**config.mk**
```make
export PLATFORM = sky130hd
export DESIGN_NAME = cpu_fetch_decode
export DESIGN_NICKNAME = d
export VERILOG_FILES = /design/src/rtl/cpu_pkg.sv /design/src/rtl/atc_flag_bank.sv /design/src/rtl/cpu_fetch_decode.sv
export SDC_FILE = /design/constraint.sdc
export NUM_CORES = 1
export LEC_CHECK = 0
export CAP_MARGIN = 20
export CORE_UTILIZATION = 43
export CTS_BUF_LIST = sky130_fd_sc_hd__clkbuf_8
export CTS_CLUSTER_SIZE = 20
export DETAILED_ROUTE_END_ITERATION = 16
export PLACE_DENSITY = 0.86
export SYNTH_ARGS = -nofsm -noshare
export SYNTH_HDL_FRONTEND = slang
export SYNTH_SLANG_ARGS = --single-unit
```
**constraint.sdc**
```tcl
create_clock -name clk -period 1.8 [get_ports clk]
set_input_delay 0.36 -clock clk [delete_from_list [all_inputs] [get_ports clk]]
set_output_delay 0.36 -clock clk [all_outputs]
set_load 0.03 [all_outputs]
```
**src/rtl/cpu_pkg.sv**
```systemverilog
// Shared constants, field positions and FSM state type
// for the fetch/decode sequencer.
package cpu_pkg;

  localparam logic [3:0] OP_NOP = 4'd0;
  localparam logic [3:0] OP_MOV = 4'd1;
  localparam logic [3:0] OP_ACC = 4'd2;
  localparam logic [3:0] OP_JMP = 4'd3;
  localparam logic [3:0] OP_ATC = 4'd4;

  localparam logic [2:0] JMP_UNC = 3'd0;

  localparam logic [1:0] T_NONE = 2'd0;
  localparam logic [1:0] T_REG  = 2'd1;
  localparam logic [1:0] T_NUM  = 2'd2;

  localparam int OPC_LSB  = 31;
  localparam int FN_LSB   = 28;
  localparam int SRCT_LSB = 26;
  localparam int SRC_LSB  = 18;
  localparam int DSTT_LSB = 16;
  localparam int DST_LSB  = 8;
  localparam int ADDR_LSB = 0;

  typedef enum logic [1:0] {
    S_FETCH,
    S_EXEC,
    S_WAIT_UOP,
    S_WAIT_CMP
  } state_t;

endpackage

```
**src/rtl/atc_flag_bank.sv**
```systemverilog
// Sticky attention flags: pulses set, ATC clears one bit,
// and a set arriving with the clear keeps the flag.
module atc_flag_bank #(
  parameter int W = 8
) (
  input  logic         clk,
  input  logic         reset,
  input  logic [W-1:0] evt,
  input  logic         clr_en,
  input  logic [2:0]   clr_idx,
  output logic [W-1:0] flags
);

  logic [W-1:0] clr_mask;

  always_comb begin
    clr_mask = '0;
    if (clr_en) clr_mask = W'(1) << clr_idx;
  end

  always_ff @(posedge clk or posedge reset) begin
    if (reset) flags <= '0;
    else       flags <= (flags & ~clr_mask) | evt;
  end

endmodule

```
**src/rtl/cpu_fetch_decode.sv**
```systemverilog
// Fetch/decode sequencer: drives the program ROM, issues
// MOV/ACC micro-ops and resolves JMP/ATC flow internally.
module cpu_fetch_decode
  import cpu_pkg::*;
#(
  parameter int PC_W  = 8,
  parameter int IW    = 35,
  parameter int EVT_W = 8
) (
  input  logic            clk,
  input  logic            reset,
  output logic [PC_W-1:0] rom_addr,
  input  logic [IW-1:0]   rom_data,
  input  logic [EVT_W-1:0] evt,
  output logic            uop_valid,
  input  logic            uop_ready,
  output logic [3:0]      uop_opc,
  output logic [2:0]      uop_fn,
  output logic [1:0]      uop_src_t,
  output logic [1:0]      uop_dst_t,
  output logic [7:0]      uop_src,
  output logic [7:0]      uop_dst,
  output logic            cmp_req,
  input  logic            cmp_valid,
  input  logic            cmp_true,
  output logic [PC_W-1:0] pc,
  output logic [EVT_W-1:0] evt_flags
);

  state_t state, state_next;
  logic [IW-1:0]   ir;
  logic [PC_W-1:0] pc_next;
  logic [PC_W-1:0] pc_inc;
  logic [PC_W-1:0] tgt;
  logic [3:0]      f_opc;
  logic [2:0]      f_fn;
  logic [7:0]      f_addr;
  logic            is_uop;
  logic            is_jmp_unc;
  logic            is_jmp_cnd;
  logic            is_atc;
  logic            atc_clr;

  assign f_opc  = ir[OPC_LSB +: 4];
  assign f_fn   = ir[FN_LSB +: 3];
  assign f_addr = ir[ADDR_LSB +: 8];

  assign is_uop     = (f_opc == OP_MOV) || (f_opc == OP_ACC);
  assign is_jmp_unc = (f_opc == OP_JMP) && (f_fn == JMP_UNC);
  assign is_jmp_cnd = (f_opc == OP_JMP) && (f_fn != JMP_UNC);
  assign is_atc     = (f_opc == OP_ATC);

  assign pc_inc = pc + PC_W'(1);
  assign tgt    = PC_W'(f_addr);

  assign rom_addr  = pc;
  assign uop_opc   = f_opc;
  assign uop_fn    = f_fn;
  assign uop_src_t = ir[SRCT_LSB +: 2];
  assign uop_src   = ir[SRC_LSB +: 8];
  assign uop_dst_t = ir[DSTT_LSB +: 2];
  assign uop_dst   = ir[DST_LSB +: 8];

  always_comb begin
    state_next = state;
    pc_next    = pc;
    uop_valid  = 1'b0;
    cmp_req    = 1'b0;
    atc_clr    = 1'b0;
    unique case (state)
      S_FETCH: state_next = S_EXEC;
      S_EXEC: begin
        state_next = S_FETCH;
        unique case (1'b1)
          is_uop: begin
            uop_valid = 1'b1;
            if (uop_ready) pc_next = pc_inc;
            else           state_next = S_WAIT_UOP;
          end
          is_jmp_unc: pc_next = tgt;
          is_jmp_cnd: begin
            cmp_req = 1'b1;
            if (cmp_valid) pc_next = cmp_true ? tgt : pc_inc;
            else           state_next = S_WAIT_CMP;
          end
          is_atc: begin
            atc_clr = evt_flags[f_fn];
            pc_next = atc_clr ? tgt : pc_inc;
          end
          default: pc_next = pc_inc;
        endcase
      end
      S_WAIT_UOP: begin
        uop_valid = 1'b1;
        if (uop_ready) begin
          pc_next    = pc_inc;
          state_next = S_FETCH;
        end
      end
      S_WAIT_CMP: begin
        cmp_req = 1'b1;
        if (cmp_valid) begin
          pc_next    = cmp_true ? tgt : pc_inc;
          state_next = S_FETCH;
        end
      end
      default: state_next = S_FETCH;
    endcase
  end

  always_ff @(posedge clk or posedge reset) begin
    if (reset) begin
      state <= S_FETCH;
      pc    <= '0;
      ir    <= '0;
    end else begin
      state <= state_next;
      pc    <= pc_next;
      if (state == S_FETCH) ir <= rom_data;
    end
  end

  atc_flag_bank #(
    .W(EVT_W)
  ) u_flags (
    .clk    (clk),
    .reset  (reset),
    .evt    (evt),
    .clr_en (atc_clr),
    .clr_idx(f_fn),
    .flags  (evt_flags)
  );

endmodule

```
==> metrics.md <==
| Metric | Value |
|---|---|
| # diodes | `0` |
| Peak VDD IR | `982 uV` |
| # H-tree levels | `2` |
| Outcome | `complete, but fails checks` |
| Core Area | `7730 sq um` |
| Worst path bufs/invs | `1` |
| Cell variety after synth | `64` |
| Max cap viols | `0` |
| Fin. Hold Viols | `0` |
| Mean routed wirelength per cell | `18.8 um` |
| XOR/XNOR Fraction of Synth Area | `2.28%` |
| Syn. warnings | `0` |
| Fill cell count | `520` |
| Ports | `101` |
| Via density | `5.80` |
| Fin nets | `545` |
| Overall die area | `8390 sq um` |
| Share of layout cells above drive strength 1 | `40.2%` |
| Post-DRT Antenna Nets | `0` |
| CP cell instances | `buf_6 -> mux2_4 -> o2bb2ai_4 -> or3_4 -> nand4_1 -> a21oi_1 -> or3_1` |
| Largest family of logic cells by synthesized area | `compound AO/OA/AOI/OAI gates` |
| CTS buffer count | `5` |
| Die Y-Extent | `91.6 um` |
| Path depth of the worst reg2reg path | `7` |
| Chip width | `91.6 um` |
| CP startpoint kind | `flip-flop` |
| Final Cell Area | `5400 sq um` |
| Initial core utilization | `44.7%` |
| CP required | `2000 ps` |
| CTS Root Cell | `clkbuf_8` |
| Layout area overhead | `56.5%` |
| Synth Flop Type | `dfrtp_1` |
| DR pass1 iterations | `5` |
| GRT overflow | `0` |
| Pin count of the biggest net entering global routing | `25` |
| Rows | `32` |
| Hold_buf cts | `0` |
| Post-synthesis mux area share | `12.4%` |
| Simple-gate share of the synthesized area | `12.8%` |
| Crit. End Element | `flip-flop` |
| Post-Syn Area per Cell | `9.81 sq um` |
| FF+latch area | `1340 sq um` |
| Syn nets | `405` |
| #FFs+latches synth | `53` |
| Post-synthesis compound-gate area fraction | `20.1%` |
| Fmax | `0.506 GHz` |
| Part of the cycle the worst path needs | `110%` |
| Slew headroom | `63.4%` |
| Slowest CP cell | `dfrtp_2` |
| Initial antenna violation count | `0` |
| CP Data Arrival Time | `2180 ps` |
| Post-route insts no fill | `595` |
| Post-synthesis adder-cell area fraction | `1.81%` |
| Via Count | `3,450` |
| Pre-CTS WS | `-331 ps` |
| Unrepaired setup endpoints after global routing | `yes` |
| Slew Limit Fails | `0` |
| Total GRT Usage | `25.9%` |
| Most frequent cells in the layout | `buf_4, clkdlybuf4s50_1, dfrtp_1, mux2_2, dlygate4sd2_1` |
| Cell area after placement | `4800 sq um` |
| Post-Syn Instances | `352` |
| Critical path type | `flip-flop to flip-flop` |
| Failing checks | `setup timing` |
| Cell family with most CP delay | `simple AND/OR/NAND/NOR gates` |
| RD Place Congestion | `0.878` |
| CP max stage delay | `480 ps` |
| Seq/Total Area, Yosys | `38.4%` |
| Final WL | `11,200 um` |
| Area occupied by multi-input gates | `2030 sq um` |
| Worst skew pair latency | `310 ps` |
| Clk_skew | `6.86 ps` |
| P per Cell Area | `1870 nW/um^2` |
| Bufs on Longest Clock Path | `2` |
| Final worst slack | `-176 ps` |
| Final count of negative-setup-slack endpoints | `17` |
| Most common cell after layout, fill and taps aside | `buf_4` |
| Tightest Hold Check Type | `primary input to asynchronous set/reset pin` |
| Iter 0 DRT Violations | `361` |
| Port Buffer Count | `100` |
| Sink Count | `53` |
| First-pass GRT wire length | `17,000 um` |
| Clock-pin transition on the worst setup and hold timing paths | `100 ps` |
| Maximum fanout along the worst path | `5` |
| CP Depth | `7` |
| EDFF count, synth | `0` |
| Leakage power | `2.24 nW` |
| DRC | `0` |
| TritonCTS clock tree | `yes` |
| DP HPWL | `7270 um` |
| Post-placement cell count | `564` |
| Ys async rst share | `100%` |
| Mapped Area | `3450 sq um` |
| Vias in the first global route | `3,417` |
| Final worst path period need | `1980 ps` |
| Worst-Margin Slew | `549 ps` |
-- logic make-up after synthesis --
family	Yosys count
AO/OA/AOI/OAI	93
XOR/XNOR	9
adder cells (fa/ha/maj)	5
buffers and inverters	72
flip-flops	53
multiplexers	38
AND/OR/NAND/NOR	82
-- final timing paths --
| kind | start | end | slack (ps) |
|---|---|---|---|
| setup / recovery | ir[28]$_DFFE_PP0N_ | pc[5]$_DFFE_PP0P_ | -180 |
| hold / removal | reset | ir[3]$_DFFE_PP0N_ | 340 |
| setup reg to reg | ir[28]$_DFFE_PP0N_ | pc[5]$_DFFE_PP0P_ | -180 |
| hold reg to reg | ir[26]$_DFFE_PP0N_ | ir[26]$_DFFE_PP0N_ | 510 |
| max in group asynchronous | reset | pc[2]$_DFFE_PP0P_ | 990 |
| min in group clk | ir[26]$_DFFE_PP0N_ | ir[26]$_DFFE_PP0N_ | 510 |
-- per-stage QoR --
stage / total power, W / setup TNS (ps) / util [%] / hold WS (ps)
finish: 0.0101 / -1490 / 69.9 / 341
global route: 0.0106 / -2780 / 69.9 / 365
CTS: 0.00947 / -829 / 67.3 / 358
detailed placement: 0.00799 / -2300 / 62.1 / 494
global placement: 0.00786 / -1800 / 62.1 / 489
floorplan: 0.00622 / -184 / - / 452
-- layout make-up --
cell class	instances	area share [%]
clock buffer	5	1.27
clock inverter	3	1.20
inverter	17	1.18
multi-input combinational	227	37.5
sequential	53	24.8
tap	102	2.36
timing repair buffer	188	31.7
-- flip-flops by register name (all words and copies together) (netlist names) --
name	flops
u_flags.flags	8
state	2
ir	35
pc	8
-- where the power goes --
| group | switching [W] | leakage (nW) | internal, W | total (W) |
|---|---|---|---|---|
| Sequential | 0.000477 | 0.591 | 0.00173 | 0.00221 |
| Clock | 0.000420 | 0.0681 | 0.000553 | 0.000973 |
| Combinational | 0.00358 | 1.59 | 0.00332 | 0.00690 |
-- repair_timing --
item	in CTS	in global routing
buffers inserted	10	14
gates resized for setup	77	25
endpoints found under the setup margin	40	43
pin swaps	11	13
-- worst reg2reg max path, stage by stage, from the launching register on --
cell	delay (ps)
dfrtp_2	480
buf_6	140
mux2_4	200
o2bb2ai_4	90
or3_4	400
nand4_1	130
a21oi_1	80
or3_1	360
-- cell usage after synthesis (7+ instances only) --
| master | instances | area share [%] |
|---|---|---|
| a21oi_1 | 15 | 2.2 |
| nor3_1 | 7 | 1.0 |
| buf_4 | 37 | 8.0 |
| dfrtp_1 | 53 | 38 |
| inv_1 | 17 | 1.8 |
| nor2_1 | 14 | 1.5 |
| xnor2_1 | 7 | 1.8 |
| o21ai_0 | 17 | 2.5 |
| nand2_1 | 15 | 1.6 |
| mux2_2 | 33 | 11 |
| nand3_1 | 8 | 1.2 |
| and3_1 | 7 | 1.3 |
| clkbuf_1 | 13 | 1.4 |
| nand2b_1 | 8 | 1.4 |
-- layer usage --
metal | vias up | routed length (um) | GRT usage (%)
met2 | 207 | 5530 | 43.9
met5 | - | 0 | 0
li1 | 1526 | - | -
met3 | 50 | 919 | 5.53
met4 | 0 | 476 | 9.26
met1 | 1667 | 4280 | 32.3
Note: power is estimated with default switching activity, not from simulation.
